## config.mk

```make
export PLATFORM = sky130hd
export DESIGN_NAME = playback_sample_engine
export DESIGN_NICKNAME = d
export VERILOG_FILES = /design/src/rtl/playback_pkg.sv /design/src/rtl/interp_unit.sv /design/src/rtl/playback_sample_engine.sv
export SDC_FILE = /design/constraint.sdc
export NUM_CORES = 1
export LEC_CHECK = 0
export CORE_AREA = 5 5 184 186
export DETAILED_ROUTE_END_ITERATION = 6
export DIE_AREA = 0 0 189 191
export PLACE_DENSITY = 0.83
export SLEW_MARGIN = 10
export SYNTH_ARGS = -nofsm -noshare
export SYNTH_HDL_FRONTEND = slang
export SYNTH_SLANG_ARGS = --single-unit
```

## constraint.sdc

```tcl
create_clock -name CLK50 -period 14.8 [get_ports CLK50]
set_input_delay 2.96 -clock CLK50 [delete_from_list [all_inputs] [get_ports CLK50]]
set_output_delay 2.96 -clock CLK50 [all_outputs]
set_load 0.02 [all_outputs]
```

## src/rtl/playback_pkg.sv

```systemverilog
// ---------------------------------------------------------------------------
// playback_pkg
// Shared definitions for the playback sample engine:
//   - state_e      : playback FSM states
//   - ADDR_W_DEF   : default SRAM word address width
//   - DATA_W_DEF   : default sample width (signed two's complement)
//   - FRAC_W       : fractional bits of the reciprocal table
//   - PROD_W       : width used for the interpolation product and sum
//   - recip()      : floor(4096 / N) for N = ratio + 1 (1..8)
//   - sat16()      : saturate a wide signed value to 16-bit signed
// ---------------------------------------------------------------------------
package playback_pkg;

    localparam int ADDR_W_DEF = 20;
    localparam int DATA_W_DEF = 16;
    localparam int FRAC_W     = 12;
    // 17-bit diff * 3-bit k * 13-bit reciprocal fits well inside 36 bits.
    localparam int PROD_W     = 36;

    typedef enum logic [2:0] {
        ST_IDLE       = 3'd0,
        ST_FETCH_CUR  = 3'd1,
        ST_FETCH_NEXT = 3'd2,
        ST_READY      = 3'd3,
        ST_DONE       = 3'd4
    } state_e;

    // Reciprocal of N = ratio + 1 in Q12: 4096, 2048, 1365, 1024, 819, 682, 585, 512.
    function automatic logic [12:0] recip(input logic [2:0] ratio);
        logic [12:0] r;
        case (ratio)
            3'd0:    r = 13'd4096;
            3'd1:    r = 13'd2048;
            3'd2:    r = 13'd1365;
            3'd3:    r = 13'd1024;
            3'd4:    r = 13'd819;
            3'd5:    r = 13'd682;
            3'd6:    r = 13'd585;
            default: r = 13'd512;
        endcase
        return r;
    endfunction

    function automatic logic signed [15:0] sat16(input logic signed [PROD_W-1:0] v);
        logic signed [PROD_W-1:0] hi;
        logic signed [PROD_W-1:0] lo;
        logic signed [15:0]       r;
        hi = PROD_W'(32767);
        lo = -PROD_W'(32768);
        if (v > hi) begin
            r = 16'sh7FFF;
        end else if (v < lo) begin
            r = 16'sh8000;
        end else begin
            r = v[15:0];
        end
        return r;
    endfunction

endpackage

```

## src/rtl/interp_unit.sv

```systemverilog
// ---------------------------------------------------------------------------
// interp_unit
// Combinational linear interpolator between two adjacent samples.
//   cur_i   : current source sample (signed 16)
//   nxt_i   : following source sample (signed 16)
//   k_i     : phase within the slow-mode step (0..7)
//   ratio_i : speed factor select, N = ratio_i + 1
//   en_i    : 1 = interpolate, 0 = pass cur_i through unchanged
//   out_o   : cur + ((nxt - cur) * k * recip(N)) >>> 12, saturated to 16 bits
// ---------------------------------------------------------------------------
module interp_unit
    import playback_pkg::*;
(
    input  logic signed [15:0] cur_i,
    input  logic signed [15:0] nxt_i,
    input  logic        [2:0]  k_i,
    input  logic        [2:0]  ratio_i,
    input  logic               en_i,
    output logic signed [15:0] out_o
);

    logic signed [16:0]       diff;
    logic signed [PROD_W-1:0] diff_x;
    logic signed [PROD_W-1:0] k_x;
    logic signed [PROD_W-1:0] r_x;
    logic signed [PROD_W-1:0] prod;
    logic signed [PROD_W-1:0] sum;

    always_comb begin
        // 17-bit difference cannot overflow for any pair of 16-bit samples.
        diff   = {nxt_i[15], nxt_i} - {cur_i[15], cur_i};
        diff_x = PROD_W'(diff);
        k_x    = {{(PROD_W-3){1'b0}}, k_i};
        r_x    = {{(PROD_W-13){1'b0}}, recip(ratio_i)};
        prod   = diff_x * k_x * r_x;
        // Arithmetic shift floors toward minus infinity for negative slopes.
        sum    = (prod >>> FRAC_W) + PROD_W'(cur_i);
        out_o  = en_i ? sat16(sum) : cur_i;
    end

endmodule

```

## src/rtl/playback_sample_engine.sv

```systemverilog
// ---------------------------------------------------------------------------
// playback_sample_engine
// Fetches recorded samples from SRAM and emits one signed sample per
// sampleTick for the DAC serializer, with normal / fast / slow speed modes.
//
// Ports:
//   CLK50, reset              : clock and synchronous active-high reset
//   sampleTick                : one-cycle strobe per output sample period
//   start, stop               : begin playback at startAddr / abort playback
//   startAddr, endAddr        : inclusive sample address range
//   ratio                     : speed factor N = ratio + 1
//   isNormalSpeed, isSlow     : mode select (normal > slow > fast)
//   interp                    : linear interpolation in slow mode
//   pause                     : ignore ticks, hold output and position
//   sramReq/sramAddr          : read request towards the SRAM controller
//   sramData/sramValid        : read completion from the SRAM controller
//   dacSample/dacValid        : output sample and its update strobe
//   curAddr                   : address of the current source sample
//   busy, done, underrun      : status
//
// SRAM handshake: sramReq is raised in a fetch state with sramAddr stable and
// stays high until the cycle in which sramValid=1 is seen; that cycle
// completes the read and sramData is captured. A sramValid arriving while no
// request is active (e.g. after stop) is ignored.
// Note: the interpolation datapath is 16-bit; DATA_W is expected to be 16.
// ---------------------------------------------------------------------------
module playback_sample_engine
    import playback_pkg::*;
#(
    parameter int ADDR_W = ADDR_W_DEF,
    parameter int DATA_W = DATA_W_DEF
) (
    input  logic              CLK50,
    input  logic              reset,
    input  logic              sampleTick,
    input  logic              start,
    input  logic              stop,
    input  logic [ADDR_W-1:0] startAddr,
    input  logic [ADDR_W-1:0] endAddr,
    input  logic [2:0]        ratio,
    input  logic              isNormalSpeed,
    input  logic              isSlow,
    input  logic              interp,
    input  logic              pause,
    output logic              sramReq,
    output logic [ADDR_W-1:0] sramAddr,
    input  logic [DATA_W-1:0] sramData,
    input  logic              sramValid,
    output logic [DATA_W-1:0] dacSample,
    output logic              dacValid,
    output logic [ADDR_W-1:0] curAddr,
    output logic              busy,
    output logic              done,
    output logic              underrun
);

    localparam logic [ADDR_W:0] ADDR_ONE = (ADDR_W+1)'(1);

    state_e            state_q, state_d;
    logic [ADDR_W-1:0] addr_q, addr_d;
    logic [2:0]        k_q, k_d;
    logic [DATA_W-1:0] cur_q, cur_d;
    logic [DATA_W-1:0] nxt_q, nxt_d;
    logic [DATA_W-1:0] dac_q, dac_d;
    logic              dac_valid_q, dac_valid_d;
    logic              underrun_q, underrun_d;

    logic              slow_mode;
    logic              use_interp;
    logic              tick_live;
    logic [ADDR_W:0]   addr_ext;
    logic [ADDR_W:0]   end_ext;
    logic [ADDR_W:0]   addr_plus1;
    logic              next_past_end;
    logic [ADDR_W:0]   adv_addr;
    logic              advance;
    logic [DATA_W-1:0] interp_out;

    assign slow_mode     = !isNormalSpeed && isSlow;
    assign use_interp    = slow_mode && interp;
    // stop beats a tick; pause swallows it without an underrun.
    assign tick_live     = sampleTick && !pause && !stop;
    // One extra address bit so stepping past the top of SRAM never wraps.
    assign addr_ext      = {1'b0, addr_q};
    assign end_ext       = {1'b0, endAddr};
    assign addr_plus1    = addr_ext + ADDR_ONE;
    assign next_past_end = addr_plus1 > end_ext;

    interp_unit u_interp (
        .cur_i   (cur_q),
        .nxt_i   (nxt_q),
        .k_i     (k_q),
        .ratio_i (ratio),
        .en_i    (use_interp && (k_q != 3'd0)),
        .out_o   (interp_out)
    );

    always_ff @(posedge CLK50) begin
        if (reset) begin
            state_q     <= ST_IDLE;
            addr_q      <= '0;
            k_q         <= '0;
            cur_q       <= '0;
            nxt_q       <= '0;
            dac_q       <= '0;
            dac_valid_q <= 1'b0;
            underrun_q  <= 1'b0;
        end else begin
            state_q     <= state_d;
            addr_q      <= addr_d;
            k_q         <= k_d;
            cur_q       <= cur_d;
            nxt_q       <= nxt_d;
            dac_q       <= dac_d;
            dac_valid_q <= dac_valid_d;
            underrun_q  <= underrun_d;
        end
    end

    always_comb begin
        state_d     = state_q;
        addr_d      = addr_q;
        k_d         = k_q;
        cur_d       = cur_q;
        nxt_d       = nxt_q;
        dac_d       = dac_q;
        dac_valid_d = 1'b0;
        underrun_d  = 1'b0;
        sramReq     = 1'b0;
        sramAddr    = '0;
        adv_addr    = addr_ext;
        advance     = 1'b0;

        case (state_q)
            ST_IDLE: begin
                if (start && !stop) begin
                    addr_d  = startAddr;
                    k_d     = 3'd0;
                    state_d = ST_FETCH_CUR;
                end
            end

            ST_FETCH_CUR: begin
                sramReq  = 1'b1;
                sramAddr = addr_q;
                if (tick_live) begin
                    underrun_d = 1'b1;
                end
                if (sramValid) begin
                    cur_d   = sramData;
                    state_d = use_interp ? ST_FETCH_NEXT : ST_READY;
                end
            end

            ST_FETCH_NEXT: begin
                if (tick_live) begin
                    underrun_d = 1'b1;
                end
                if (next_past_end) begin
                    // Last sample: interpolate towards itself, no SRAM read.
                    nxt_d   = cur_q;
                    state_d = ST_READY;
                end else begin
                    sramReq  = 1'b1;
                    sramAddr = addr_plus1[ADDR_W-1:0];
                    if (sramValid) begin
                        nxt_d   = sramData;
                        state_d = ST_READY;
                    end
                end
            end

            ST_READY: begin
                if (tick_live) begin
                    dac_d       = interp_out;
                    dac_valid_d = 1'b1;
                    if (isNormalSpeed) begin
                        adv_addr = addr_plus1;
                        advance  = 1'b1;
                    end else if (!isSlow) begin
                        adv_addr = addr_ext + (ADDR_W+1)'(ratio) + ADDR_ONE;
                        advance  = 1'b1;
                    end else if (k_q >= ratio) begin
                        // Also catches k left above a newly lowered ratio.
                        adv_addr = addr_plus1;
                        advance  = 1'b1;
                    end else begin
                        k_d = k_q + 3'd1;
                    end
                    if (advance) begin
                        k_d     = 3'd0;
                        addr_d  = adv_addr[ADDR_W-1:0];
                        state_d = (adv_addr > end_ext) ? ST_DONE : ST_FETCH_CUR;
                    end
                end
            end

            ST_DONE: begin
                state_d = ST_IDLE;
            end

            default: begin
                state_d = ST_IDLE;
            end
        endcase

        // Abort: back to IDLE and drop any read completing this cycle.
        if (stop) begin
            state_d = ST_IDLE;
            cur_d   = cur_q;
            nxt_d   = nxt_q;
        end
    end

    assign dacSample = dac_q;
    assign dacValid  = dac_valid_q;
    assign underrun  = underrun_q;
    assign curAddr   = addr_q;
    assign busy      = (state_q != ST_IDLE);
    assign done      = (state_q == ST_DONE);

endmodule

```

==> results_dict.tcl, run 1 <==
set metrics [dict create \
    status "complete, no violations" \
    rows 66 \
    synth-simple-area-share_pct 19.0 \
    cts_resized 0 \
    crit_top_cell "fa_1" \
    irDropWorstVdd_mv 0.0741 \
    antenna_found_initial 0 \
    synth_xor_area_share_pct 5.25 \
    swShare_pct 46.1 \
    finalSetupViolCount 0 \
    crit_path_end_kind "flop" \
    cts_made_buffers 9 \
    grt_overflow 0 \
    syn-num-nets 3062 \
    ys_seq_elements 76 \
    netlist_instances 2507 \
    ys_async_sr_fraction_pct 0 \
    power_uw 1070 \
    multi_input_area_um2 16400 \
    r2r_slack_ps 770 \
    io_pins 130 \
    fin_skew_ps 14.9 \
    die-width_um 189 \
    coreArea_um2 32100 \
    synth-adder-area-share_pct 40.7 \
    firstDrtPassIters 6 \
    seqPwrFrac_pct 21.1 \
    period_share_pct 94.8 \
    max_freq_mhz 71.3 \
    fin_nets 3144 \
    yosysUniqueCellTypes 82 \
    cts_root_buf "clkbuf_16" \
    grt_pass1_vias 18600 \
    slew_headroom_pct 20.7 \
    cts_tree "built" \
    die-area_um2 36100 \
    antenna_cells 0 \
    yosysSeqAreaShare_pct 7.70 \
    hold_viol 0 \
    synth.cell_area_um2 19800 \
    ys_warn_count 0 \
    setup_tns_ps 0 \
    period_needed_ps 14030 \
    synth-main-ff-cell "dfxtp_1" \
    clkTransAtPathRegs_ps 70 \
    gp_congestion 1.00 \
    regArea_um2 1520 \
    dp_hpwl_mm 48.5 \
    worstPathMaxFanout 11 \
    synth.area.top_cells "fa_1 27%, ha_1 14%, dfxtp_1 7.7%" \
    wirelength_mm 59.2 \
    avgViaCountPerCell 6.13 \
    cap_violations 0 \
    cts_sinks 76 \
    grt_first_pass_wirelength_mm 97.4 \
    insertion_delay_ps 360 \
    place.port_buffers 129 \
    synth_edf_count 0 \
    grtUsageTotal_pct 33.1 \
    hold_buffers 0 \
    cp-start-kind "flop" \
    utilization_pct 68.0 \
    min_path_type "flop to flop" \
    internal_power_uw 576 \
    first_iter_violations 1897 \
    n_fill_cell 2619 \
    htreeDepth 3 \
    crit_type "flop to flop" \
    slew_violations 0 \
    detail-route-antenna-nets 0 \
    vias 18400 \
    die_h_um 191 \
    postCtsSetupRepairBufs 0 \
    muxShareOfSynthArea_pct 1.18 \
    grt_start_max_net_pins 66 \
    cp.required_ps 15020 \
    worstMarginPinSlew_ps 1180 \
    syn_area_per_cell_um2 7.89 \
    wl_per_cell_um 19.7 \
    arrival_ps 14250 \
    yosysTopAreaCell "fa_1" \
    power_leakage_uw 0.0107 \
    synth.top_cell.area_share_pct 26.5 \
    synth_top_family_by_area "adder cells" \
    drive_gt1_share_pct 3.39 \
    p_per_area_nw_per_um2 48.9 \
    syn_to_final_growth_pct 10.5 \
    power.share.combinational_pct 56.1 \
    drc 0 \
    synth_compound_area_share_pct 16.6 \
    ctsLongestPathBuffers 2 \
    start_util_pct 61.5 \
    critPathSlowestCell "fa_1" \
    worst_path_largest_cell_delay_ps 570 \
    final_cell_mix "401 x inv_1, 273 x nor2_1, 261 x fa_1, 252 x nand2_1, 224 x ha_1" \
    final_common_cell "inv_1" \
    power_switching_uw 493 \
    clock_power_share_pct 22.8 \
]
[synth_stat cells (all sizes together), types with 21 or more instances]
master / count
clkbuf: 82
fa: 262
inv: 401
ha: 224
a21oi: 113
nand4: 21
o21ai: 96
a211oi: 32
nor2: 276
and2: 51
nand3: 49
nand2: 252
o21a: 29
mux2i: 21
xor2: 39
a21o: 59
nand2b: 28
dfxtp: 76
nor3: 50
xnor2: 77
[critical path, delay by kind of cell, from the launching register on]
kind                     cells  cell delay, ps
adder cells (fa/ha/maj)     12            4980
flip-flops                   1             470
buffers and inverters        6             610
AO/OA/AOI/OAI               21            4870
AND/OR/NAND/NOR             12            2630
XOR/XNOR                     2             330
[power groups by stage]
stage                     clock [uW]  combinational (uW)  sequential, uW
final                            244                 600             225
after global routing             253                 662             226
after CTS                        244                 586             225
after detailed placement           0                 579             229
after global placement             0                 565             229
after floorplan                    0                 412             224
[area by class of cell]
type                            count  share of cell area (%)
Clock buffer                        9                    1.03
Clock inverter                      7                   0.406
Inverter                          406                    6.97
Multi-Input combinational cell   1931                    75.2
Sequential cell                    76                    6.96
Tap cell                          408                    2.34
Timing Repair Buffer              165                    7.12
[path summary, 6_finish.rpt]
check | from | end | cells past startpoint
worst max-delay path | cur_q[1] | dacSample[6] | 53
worst min-delay path | dacSample[3] | dacSample[3] | 2
worst max register to register | cur_q[1] | dacSample[6] | 53
worst min register to register | dacSample[3] | dacSample[3] | 2
[per-layer routing]
metal,global-route usage (%),routed length (um)
met1,47.0,25200
met2,52.9,26700
met3,5.55,5690
met4,8.97,1640
met5,0,0
[logic make-up (layout without fill, tap and decap cells)]
kind of cell	after synthesis	count (layout)
and+or+nand+nor	821	821
buffers and inverters	500	587
adders and majority gates	486	486
AOI/OAI and AO/OA	485	485
xor gates and xnor gates	117	117
DFF	76	76
muxes	22	22
[state kept, by name, summed over array words and instances (netlist names)]
signal,flops
dacSample,16
k_q,3
cur_q,16
state_q,3
nxt_q,16
underrun,1
dacValid,1
curAddr,20
[per-stage QoR]
step | instances | area (um^2) | worst slack, ps | hold slack [ps]
floorplan | 2507 | 19800 | 2070 | 466
global placement | 2986 | 21500 | 770 | 441
detailed placement | 2986 | 21500 | 455 | 449
CTS | 3002 | 21800 | 354 | 472
global route | 3002 | 21900 | -4.10 | 521
finish | 3002 | 21900 | 774 | 471
No activity file was read; power rests on OpenSTA's default activity.
==> run 2, diff against run 1 <==
--- a/config.mk
+++ b/config.mk
@@ -9,6 +9,7 @@
 export DETAILED_ROUTE_END_ITERATION = 6
 export DIE_AREA = 0 0 189 191
 export PLACE_DENSITY = 0.83
+export SETUP_SLACK_MARGIN = 0.4
 export SLEW_MARGIN = 10
 export SYNTH_ARGS = -nofsm -noshare
 export SYNTH_HDL_FRONTEND = slang
==> results_dict.tcl, run 2 (synthesis results as in run 1) <==
set metrics [dict create \
    status "complete, no violations" \
    cts_tree "built" \
    coreArea_um2 32100 \
    die-width_um 189 \
    finalSetupViolCount 0 \
    slew_headroom_pct 20.1 \
    internal_power_uw 578 \
    r2r-start "cur_q[1]" \
    power_leakage_uw 0.0107 \
    firstDrtPassIters 5 \
    crit_start "cur_q[1]" \
    irDropWorstVdd_mv 0.0741 \
    min_path_type "flop to flop" \
    arrival_ps 13970 \
    insertion_delay_ps 360 \
    worstPathMaxFanout 11 \
    period_needed_ps 13750 \
    n_fill_cell 2599 \
    dp.cells 2986 \
    cp.required_ps 15020 \
    start_util_pct 61.5 \
    grt_first_pass_wirelength_mm 97.4 \
    rows 66 \
    hold_buffers 0 \
    swShare_pct 46.3 \
    clkTransAtPathRegs_ps 70 \
    grtUsageTotal_pct 33.1 \
    rsz0062_at_grt "false" \
    cts_root_buf "clkbuf_16" \
    place.port_buffers 129 \
    hp-start "dacSample[3]" \
    dp_hpwl_mm 48.5 \
    final_cells 3004 \
    cap_violations 0 \
    crit_type "flop to flop" \
    wirelength_mm 59.7 \
    gp_congestion 1.00 \
    power_switching_uw 497 \
    cts_sinks 76 \
    setup_tns_ps 0 \
    seqPwrFrac_pct 21.0 \
    die-area_um2 36100 \
    fin_skew_ps 17.1 \
    final_common_cell "inv_1" \
    grt_overflow 0 \
    hold_slack_ps 475 \
    grt_pass1_vias 18600 \
    htreeDepth 3 \
    cp-start-kind "flop" \
    vias 18600 \
    period_share_pct 92.9 \
    worstMarginPinSlew_ps 1190 \
    largest_reg_flops 20 \
    wl_per_cell_um 19.9 \
    drc 0 \
    fin_nets 3146 \
    power.share.combinational_pct 56.5 \
    antenna_found_initial 0 \
    clock_power_share_pct 22.6 \
    antenna_cells 0 \
    hold_viol 0 \
    avgViaCountPerCell 6.18 \
    ctsLongestPathBuffers 2 \
    worst_path_largest_cell_delay_ps 590 \
    io_pins 130 \
    max_freq_mhz 72.7 \
    p_per_area_nw_per_um2 48.9 \
    first_iter_violations 1916 \
    detail-route-antenna-nets 0 \
    die_h_um 191 \
    slew_violations 0 \
    crit_path_end_kind "flop" \
    final_cell_mix "401 x inv_1, 271 x nor2_1, 261 x fa_1, 251 x nand2_1, 223 x ha_1" \
    drive_gt1_share_pct 4.08 \
    critPathSlowestCell "fa_1" \
    syn_to_final_growth_pct 11.2 \
    grt_start_max_net_pins 66 \
    cts_made_buffers 9 \
]
run 2: layout make-up:
class | count | area [um^2] | area share, %
multi-input cells | 1931 | 16500 | 75.2
repair buffers | 167 | 1570 | 7.15
well taps | 408 | 510 | 2.32
clock buffers | 9 | 225 | 1.02
flip-flops and latches | 76 | 1520 | 6.93
clock inverters | 7 | 88.8 | 0.404
inverters | 406 | 1520 | 6.93
run 2: layer usage:
layer / routed length (um) / vias to the layer above / share of wire (%) / GRT usage, %
met2: 26700 / 1014 / 45 / 52.9
met5: 0 / - / 0 / 0
met1: 25400 / 8926 / 43 / 47.0
li1: - / 8454 / - / -
met4: 1910 / 0 / 3.2 / 8.97
met3: 5660 / 164 / 9.5 / 5.55
run 2: final timing paths:
check / slack [ps] / cells after the start / to
max reg2reg: 1050 / 56 / dacSample[6]
max: 1050 / 56 / dacSample[6]
min reg2reg: 470 / 2 / dacSample[3]
min: 470 / 2 / dacSample[3]
run 2: what timing repair did:
item | CTS | global route
setup buffers | 0 | 2
endpoints found under the hold margin | 0 | 0
endpoints found under the setup margin | 1 | 16
resized for setup | 1 | 39
pin swaps | 0 | 4
run 2: stage by stage:
step / util (%) / total power [uW] / area (um^2) / worst slack [ps]
detailed placement: 66.9 / 808 / 21500 / 455
CTS: 67.8 / 1050 / 21800 / 507
floorplan: - / 636 / 19800 / 2070
finish: 68.4 / 1080 / 22000 / 1050
global placement: 66.9 / 795 / 21500 / 770
global route: 68.4 / 1150 / 22000 / 391
run 2: critical path, delay by kind of cell (launching register included):
| family | cells | cell delay [ps] |
|---|---|---|
| XOR/XNOR | 3 | 460 |
| adder cells (fa/ha/maj) | 12 | 5080 |
| AO/OA/AOI/OAI | 20 | 4650 |
| flip-flops | 1 | 400 |
| AND/OR/NAND/NOR | 13 | 2430 |
| buffers and inverters | 8 | 620 |
run 2: power by group through the flow:
stage | sequential (uW) | combinational [uW] | clock (uW)
final | 225 | 607 | 243
after global routing | 226 | 668 | 253
after CTS | 225 | 586 | 244
after detailed placement | 229 | 579 | 0
after global placement | 229 | 565 | 0
after floorplan | 224 | 412 | 0
==> run 3, diff against run 2 <==
--- a/config.mk
+++ b/config.mk
@@ -5,12 +5,13 @@
 export SDC_FILE = /design/constraint.sdc
 export NUM_CORES = 1
 export LEC_CHECK = 0
-export CORE_AREA = 5 5 184 186
+export CORE_AREA = 5 5 183 185
 export DETAILED_ROUTE_END_ITERATION = 6
-export DIE_AREA = 0 0 189 191
-export PLACE_DENSITY = 0.83
+export DIE_AREA = 0 0 188 190
+export PLACE_DENSITY = 0.84
 export SETUP_SLACK_MARGIN = 0.4
 export SLEW_MARGIN = 10
 export SYNTH_ARGS = -nofsm -noshare
 export SYNTH_HDL_FRONTEND = slang
+export SYNTH_HIERARCHICAL = 1
 export SYNTH_SLANG_ARGS = --single-unit
==> results_dict.tcl, run 3 <==
set metrics [dict create \
    synth.top_cell.area_share_pct 26.6 \
    status "complete, no violations" \
    ys_seq_elements 76 \
    slew_headroom_pct 22.4 \
    power_leakage_uw 0.0106 \
    fin_skew_ps 14.3 \
    coreArea_um2 31900 \
    drive_gt1_share_pct 4.86 \
    dp_hpwl_mm 47.3 \
    period_share_pct 91.8 \
    yosysTopAreaCell "fa_1" \
    period_needed_ps 13590 \
    htreeDepth 3 \
    grt_first_pass_wirelength_mm 94.5 \
    netlist_instances 2455 \
    gp_congestion 1.01 \
    cts_made_buffers 9 \
    wirelength_mm 58.2 \
    cts_root_buf "clkbuf_16" \
    final_cell_mix "405 x inv_1, 262 x fa_1, 248 x nor2_1, 245 x nand2_1, 222 x ha_1" \
    syn-num-nets 3009 \
    drc 0 \
    antenna_cells 0 \
    r2r-start "cur_q[1]" \
    finalSetupViolCount 0 \
    synth.most_common_cell "inv_1" \
    worstMarginPinSlew_ps 1160 \
    critPathSlowestCell "fa_1" \
    hold_end "dacSample[7]" \
    cts_sinks 76 \
    wl_per_cell_um 19.8 \
    place.port_buffers 129 \
    first_iter_violations 2000 \
    use_met2_pct 51.5 \
    hold_viol 0 \
    final_cells 2937 \
    largest_reg_flops 20 \
    utilization_pct 67.9 \
    dpl-instance-area_um2 21300 \
    irDropWorstVdd_mv 0.0611 \
    grt_pass1_vias 18000 \
    cts_tree "built" \
    insertion_delay_ps 350 \
    setup_tns_ps 0 \
    detail-route-antenna-nets 0 \
    max_freq_mhz 73.6 \
    ctsLongestPathBuffers 2 \
    ys_async_sr_fraction_pct 0 \
    clkTransAtPathRegs_ps 70 \
    ys_warn_count 6 \
    firstDrtPassIters 6 \
    die-area_um2 35700 \
    cap_violations 0 \
    cp.required_ps 15070 \
    dp.cells 2917 \
    fin_nets 3078 \
    yosysUniqueCellTypes 100 \
    grt_util_met1_pct 46.1 \
    syn_area_per_cell_um2 8.03 \
    synth-main-ff-cell "dfxtp_1" \
    final_common_cell "inv_1" \
    hp-start "dacSample[7]" \
    p_per_area_nw_per_um2 33.6 \
    avgViaCountPerCell 6.11 \
    rows 66 \
    grt_start_max_net_pins 69 \
    antenna_found_initial 0 \
    io_pins 130 \
    r2r_slack_ps 1210 \
    synth.cell_area_um2 19700 \
    worst_path_largest_cell_delay_ps 760 \
    synth_common_cells "405 x inv_1, 262 x fa_1, 248 x nor2_1, 245 x nand2_1, 223 x ha_1" \
    start_util_pct 61.9 \
    die-width_um 188 \
    rsz0062_at_grt "false" \
    grt_overflow 0 \
    arrival_ps 13860 \
    crit_path_end_kind "flop" \
    hold_depth 2 \
    power_uw 728 \
    crit_type "flop to flop" \
    grtUsageTotal_pct 32.4 \
    worstPathMaxFanout 12 \
    r2r_end "dacSample[2]" \
    final_area_um2 21700 \
    busiest_layer "met2" \
    slew_violations 0 \
    grt_use_met3_pct 6.42 \
    syn_to_final_growth_pct 9.84 \
    cp-start-kind "flop" \
    synth_edf_count 0 \
    yosysSeqAreaShare_pct 7.72 \
    synth.area.top_cells "fa_1 27%, ha_1 14%, dfxtp_1 7.7%" \
    min_path_type "flop to flop" \
    ff2ff_path_depth 53 \
    vias 17900 \
    die_h_um 190 \
]
## run 3: layout make-up
| cell class | count | area (um^2) |
|---|---|---|
| Multi-Input combinational cell | 1871 | 16300 |
| Fill cell | 2636 | 10200 |
| Inverter | 408 | 1530 |
| Sequential cell | 76 | 1520 |
| Timing Repair Buffer | 158 | 1500 |
| Tap cell | 408 | 510 |
| Clock buffer | 10 | 229 |
| Clock inverter | 6 | 71.3 |
## run 3: through the flow
stage	hold WS, ps	worst slack, ps
after floorplan	479	1920
after global placement	448	1240
after detailed placement	448	740
after CTS	461	639
after global routing	480	398
final	458	1210
## run 3: worst max path at each step
stage	startpoint	end	slack, ps	cells after the start
floorplan	cur_q[1]	dacSample[5]	1920	61
global placement	ratio[0]	dacSample[2]	1240	39
detailed placement	cur_q[1]	dacSample[4]	740	58
CTS	cur_q[1]	dacSample[4]	640	59
global route	cur_q[1]	dacSample[4]	400	60
finish	cur_q[1]	dacSample[2]	1210	53
## run 3: layer usage
| layer | up-vias | part of all wire (%) | wire [um] |
|---|---|---|---|
| li1 | 8248 | - | - |
| met1 | 8647 | 43 | 25100 |
| met2 | 938 | 45 | 26300 |
| met3 | 100 | 9.5 | 5520 |
| met4 | 0 | 2.2 | 1260 |
| met5 | - | 0 | 0 |
## run 3: logic make-up (layout without fill, tap and decap cells)
group / after synthesis / count (layout) / share of synthesized area, %
mux: 7 / 7 / 0.368
flops: 76 / 76 / 7.72
simple gates: 799 / 799 / 19.4
compound gates: 456 / 457 / 16.1
buf+inv: 509 / 582 / 10.1
xor+xnor: 123 / 123 / 5.60
fa+ha+maj: 485 / 485 / 40.7
## run 3: power by group
part / switching (uW) / leakage (uW) / internal [uW] / total (uW)
clock: 99.8 / 0.000140 / 132 / 232
sequential: 13.9 / 0.000616 / 209 / 223
combinational: 166 / 0.00986 / 108 / 273
total: 279 / 0.0106 / 449 / 728
## run 3: repair_timing
item / 4_1_cts / 5_1_grt
hold buffers: 0 / 0
resized for setup: 0 / 22
endpoints found under the setup margin: 0 / 16
endpoints found under the hold margin: 0 / 0
buffers inserted: 0 / 3
## run 3: critical path: cells and delay by family (launching register included)
| kind | cells | cell delay [ps] |
|---|---|---|
| flip-flops | 1 | 390 |
| AO/OA/AOI/OAI | 21 | 4060 |
| adder cells (fa/ha/maj) | 12 | 5340 |
| XOR/XNOR | 4 | 730 |
| buffers and inverters | 4 | 430 |
| AND/OR/NAND/NOR | 12 | 2520 |
